$ cat config.mk
export PLATFORM = sky130hd
export DESIGN_NAME = count_comparator
export DESIGN_NICKNAME = d
export VERILOG_FILES = /design/src/rtl/count_comparator.sv
export SDC_FILE = /design/constraint.sdc
export NUM_CORES = 1
export LEC_CHECK = 0
export ABC_AREA = 1
export CORE_UTILIZATION = 45
export CTS_BUF_LIST = sky130_fd_sc_hd__clkbuf_8
export DETAILED_ROUTE_END_ITERATION = 12
export GPL_TIMING_DRIVEN = 0
export MAX_ROUTING_LAYER = met4
export PLACE_DENSITY = 0.86
export RECOVER_POWER = 100
export SETUP_SLACK_MARGIN = 0.5
export SLEW_MARGIN = 10
export SYNTH_ARGS = -nofsm -noshare
export SYNTH_HDL_FRONTEND = slang
export SYNTH_SLANG_ARGS = --single-unit
$ cat constraint.sdc
create_clock -name clk -period 1.25 [get_ports clk]
set_input_delay 0.1875 -clock clk [delete_from_list [all_inputs] [get_ports clk]]
set_output_delay 0.1875 -clock clk [all_outputs]
set_load 0.01 [all_outputs]
$ cat src/rtl/count_comparator.sv
// count_comparator: registered threshold compare with an armed, one-shot match detector.
// Optional feature: define CMP_HYST_EN to release HOLD only once |count - threshold| > HYST.
// Ports:
//   clk, rst            rising-edge clock, synchronous active-high reset
//   count               value from the upstream counter
//   cmp_load, cmp_value threshold load strobe and value
//   arm                 level enable for the match detector
//   clear               one-cycle clear of match_flag / match_cnt
//   lt, eq, gt          registered unsigned compare of count against the threshold
//   match_pulse         high while the FSM sits in MATCHED
//   match_flag          sticky match indicator
//   match_cnt           saturating match counter
//   state               FSM state (IDLE=0, ARMED=1, MATCHED=2, HOLD=3)
module count_comparator #(
    parameter int WIDTH = 8,
    parameter int CNT_W = 4,
    parameter int HYST  = 2
) (
    input  logic             clk,
    input  logic             rst,
    input  logic [WIDTH-1:0] count,
    input  logic             cmp_load,
    input  logic [WIDTH-1:0] cmp_value,
    input  logic             arm,
    input  logic             clear,
    output logic             lt,
    output logic             eq,
    output logic             gt,
    output logic             match_pulse,
    output logic             match_flag,
    output logic [CNT_W-1:0] match_cnt,
    output logic [1:0]       state
);
    typedef enum logic [1:0] {IDLE, ARMED, MATCHED, HOLD} state_t;
    state_t           st, nxt;
    logic [WIDTH-1:0] thr;
    logic             release_ok;
    logic             enter;
    // Compare stage uses the threshold as it stood before the edge, so a
    // same-edge load only takes effect on the following comparison.
    always_ff @(posedge clk) begin
        if (rst) begin
            thr <= '0;
            lt  <= 1'b0;
            eq  <= 1'b0;
            gt  <= 1'b0;
        end else begin
            thr <= cmp_load ? cmp_value : thr;
            lt  <= count < thr;
            eq  <= count == thr;
            gt  <= count > thr;
        end
    end
`ifdef CMP_HYST_EN
    logic [WIDTH:0] dist;
    logic           far;
    // Distance is computed one bit wider so it never wraps; the extra
    // register stage on far delays the release decision by one edge.
    always_ff @(posedge clk) begin
        if (rst) begin
            dist <= '0;
            far  <= 1'b0;
        end else begin
            dist <= count >= thr ? {1'b0, count} - {1'b0, thr} : {1'b0, thr} - {1'b0, count};
            far  <= dist > (WIDTH+1)'(HYST);
        end
    end
    assign release_ok = far;
`else
    assign release_ok = !eq;
`endif
    // Dropping arm returns to IDLE from any state ahead of every other transition.
    always_comb begin
        nxt = !arm           ? IDLE :
              st == IDLE     ? ARMED :
              st == ARMED    ? (eq ? MATCHED : ARMED) :
              st == MATCHED  ? HOLD :
                               (release_ok ? ARMED : HOLD);
        enter = st == ARMED && nxt == MATCHED;
    end
    // clear wins over a simultaneous match, but the FSM still advances.
    always_ff @(posedge clk) begin
        if (rst) begin
            st         <= IDLE;
            match_flag <= 1'b0;
            match_cnt  <= '0;
        end else begin
            st         <= nxt;
            match_flag <= clear ? 1'b0 : (enter ? 1'b1 : match_flag);
            match_cnt  <= clear ? '0 : (enter && match_cnt != '1 ? match_cnt + 1'b1 : match_cnt);
        end
    end
    assign match_pulse = st == MATCHED;
    assign state       = st;
endmodule
After elaboration in Yosys (flattened, before gate mapping)
Index checks and enable logic that the tools add are counted.
{"block": "word_totals", "elab_cells": 25, "regBits": 18, "in_bits": 21}
{"block": "classes", "n_addsub": 1, "order_cmp": 2, "eq_ne": 5, "n_reduce_logical": 4, "mux": 6}
{"cell": "$mux 2", "count": 6}
{"cell": "$eq 8x8->1", "count": 1}
{"cell": "$gt 8x8->1", "count": 1}
{"cell": "$lt 8x8->1", "count": 1}
{"cell": "$add 4x1->4 const B", "count": 1}
{"cell": "$eq 2x2->1 const B", "count": 2}
{"cell": "$ne 4x4->1 const B", "count": 1}
{"cell": "$eq 2x1->1 const B", "count": 1}
{"cell": "$logic_and 1x1->1", "count": 2}
{"cell": "$logic_not 2->1", "count": 1}
{"cell": "$reduce_or 2->1", "count": 1}

Longest topological paths before layout
{"block": "logic_depth", "word_depth": 8, "mapped_depth": 10, "depth_no_buf": 10}

Worst setup path before layout
Ideal clock, no wire load.
{"block": "synth_timing", "kind": "register -> register", "from": "register match_cnt[0]", "to": "register match_cnt[0]", "synth_period_minus_slack_ns": 1.130, "setup_slack_ns": 0.120, "arrival_ns": 1.017, "setup_time_ns": 0.113, "path_stages_with_launch": 8, "required_ns": 1.137, "cell_sequence": "dfxtp_1 -> ha_1 -> nand3_1 -> inv_1 -> nor2_2 -> nand2_1 -> nand2_1 -> nor2_1"}
{"block": "synth_between", "elab_chain_cells": 2, "elab_cells_between_ends": 3}
{"item": "from (decl)", "line": "31", "source": "output logic [CNT_W-1:0] match_cnt,"}
{"item": "from (signal assigned)", "line": "90", "source": "match_cnt <= clear ? '0 : (enter && match_cnt != '1 ? match_cnt + 1'b1 : match_cnt);"}
{"item": "branches (longest 2 deep; another with $add 4x1->4)"}
Several ways; the timed one is not identified.
A chain may end at the register's enable or synchronous reset.

Final worst setup path
{"block": "layout_timing", "from": "register st[1], in the netlist state[1]", "to": "output match_pulse"}
{"block": "layout_between", "elab_chain_cells": 1}
{"item": "from (decl)", "line": "35", "source": "state_t st, nxt;"}
{"item": "from (signal assigned)", "line": "88", "source": "st <= nxt;"}
{"item": "$eq 2x2->1", "line": "93", "source": "assign match_pulse = st == MATCHED;"}
{"item": "to (decl)", "line": "29", "source": "output logic match_pulse,"}
No other way between the ends.

==> reports/results.tsv <==
metric	value	unit
Storage cell area	372	µm²
Vias/cell	5.65	
most common cell in the netlist	nand2_1	
EDFF count, synth	0	
Yosys top cell area share	41.9	%
synth top area cells	dfxtp_1, ha_1, nand2_1	
Max Cap Violations	0	
IO Pins	32	
total power	1340	µW
crit path DAT	1030	ps
die height	45.7	µm
Crit Path Class	reg2out	
Top FF cell, synth	dfxtp_1	
worst slack, placed	-226	ps
PortBufs	31	
DRC	0	
First-pass DRT Iterations	4	
CTS Buffer Depth	2	
final WL	3430	µm
Synth cell types	15	
CTS tree	yes	
top post-synthesis cells by count	nand2_1, dfxtp_1, inv_1, nor2_1, a21oi_1	
Pleak	0.000667	µW
FMAX	0.821	GHz
Synth async-reset ratio	0	%
Starting Density	48.8	%
Setup Viol. Count Final	0	
initial drt markers	50	
CP max FO	2	
setup TNS	0	ps
max_slew headroom	77.7	%
status	finished, final reports clean	
Max VDD drop	854	µV
WP buf/inv	2	
DR WL/cell	18.3	µm
post-detail-place hpwl	1540	µm
Multi-input gate area	603	µm²
area delta synth->final	76.2	%
Slowest cell on crit path	dfxtp_2	
Yosys top cell by area	dfxtp_1	
vias in the first global route	857	
Min-Delay Path Class	in2reg	
Clock transition at path regs	70	ps
Post-Syn Instances	116	
first-pass GRT wire length	3570	µm
vias	1057	
CP top delay family	flip-flops	
PD cells	887	mW/mm²
Row Count	15	
Worst Setup Slack, final	31.3	ps
Critical Path RT	1060	ps
fillers	108	
hold buffer count at cts	0	
final net count	193	
largest net degree at the start of global routing	11	
# diodes	0	
fin crit share	97.5	%
register area share after synthesis	41.9	%
startpoint types	flip-flop	
post-synthesis net count	146	
die footprint	0.00209	mm²
initial antenna violation count	0	
GP Congestion	0.817	
H-Tree Depth	1	
mean post-synth cell area	7.42	µm²
Clock Skew	1.58	ps
synthesized flop and latch total	18	
share of post-route cells with drive strength above 1	40.1	%
Synth Warn #	0	
Overall Global Routing Usage	25.4	%
Num CTS Buffers	3	
Final min period	1220	ps
Sink Count	18	
Final Hold Viols	0	
Worst-Skew Late Latency	260	ps
GR Overflow Total	0	
die width	45.7	µm
RSZ-0062 raised after global routing	yes	
Max stage delay on crit path	360	ps
fin. max-slew vios	0	
Root Driver	clkbuf_8	
Synth Cell Area	861	µm²
Core Area	0.00176	mm²
CP endpoint kind	output pin	
crit path cell chain	inv_2 -> nor2_1 -> buf_2	
Final ANT Viol Nets	0	
Slew @ Worst Pin	331	ps
## power breakdown
part	internal, µW	switching [µW]	leakage (µW)	total [µW]
registers	601	14.7	0.000151	615
logic	149	158	0.000493	307
clock network	219	203	0.0000231	422
## final timing paths
check / startpoint / end / slack, ps / cells past startpoint
setup / recovery: state[1]$_SDFF_PP0_ / match_pulse / 30 / 3
hold / removal: rst / lt$_SDFF_PP0_ / 340 / 2
setup reg to reg: thr[4]$_SDFFE_PP0P_ / gt$_SDFF_PP0_ / 80 / 7
hold reg to reg: thr[1]$_SDFFE_PP0P_ / thr[1]$_SDFFE_PP0P_ / 490 / 2
## metal layers
layer / vias to the layer above / global-route usage [%] / share of wire, %
met1: 491 / 25.1 / 34
met4: 0 / 11.2 / 6.9
met2: 67 / 47.7 / 53
met5: - / - / 0
met3: 31 / 4.37 / 6.1
li1: 468 / - / -
## cells in the final DEF (no fill, tap or decap), types with 2 or more instances in the layout
cell type / instances
o21ai_0: 7
nor2_1: 12
nand4_1: 2
nand2_2: 4
a21oi_1: 11
buf_4: 8
inv_2: 9
o21ai_1: 2
nor2_4: 4
nand2_1: 16
a21oi_2: 2
buf_6: 9
dlymetal6s2s_1: 5
clkdlybuf4s50_1: 8
nor2_2: 3
ha_4: 8
dfxtp_2: 6
dfxtp_1: 11
dlygate4sd2_1: 6
clkbuf_8: 3
clkbuf_1: 4
inv_1: 8
## state kept, by name, summed over array words and instances (netlist names)
register / count
thr: 8
match_flag: 1
eq: 1
match_cnt: 4
lt: 1
state: 2
gt: 1
## logic make-up (layout without fill, tap and decap cells)
group / Yosys count / after routing / share of synthesized area [%]
simple gates: 45 / 45 / 21.2
compound gates: 25 / 25 / 15.4
buf+inv: 19 / 65 / 8.43
flops: 18 / 18 / 41.9
fa+ha+maj: 9 / 9 / 13.1
## stage by stage
| stage | hold WS, ps | utilization [%] | instances | cell area (µm²) |
|---|---|---|---|---|
| global route | 329 | 86.0 | 187 | 1520 |
| floorplan | 259 | - | 116 | 901 |
| global placement | 438 | 70.4 | 172 | 1240 |
| detailed placement | 447 | 70.4 | 172 | 1240 |
| CTS | 305 | 78.9 | 184 | 1390 |
| finish | 336 | 86.0 | 187 | 1520 |
## final cells by class
class	instances	share of cell area, %
plain buffers	1	0.248
clock buffers	3	2.72
clock inverters	1	0.248
inverters	18	4.62
multi-input cells	79	39.8
flip-flops and latches	18	24.5
well taps	25	2.06
repair buffers	41	25.3
repair inverters	1	0.495
## repair_timing
item,in CTS,in global routing
cloned,1,1
endpoints found under the setup margin,29,22
resized for setup,81,38
pin swaps,10,22
setup buffers,7,2
Power figures use the tool's default switching activity.
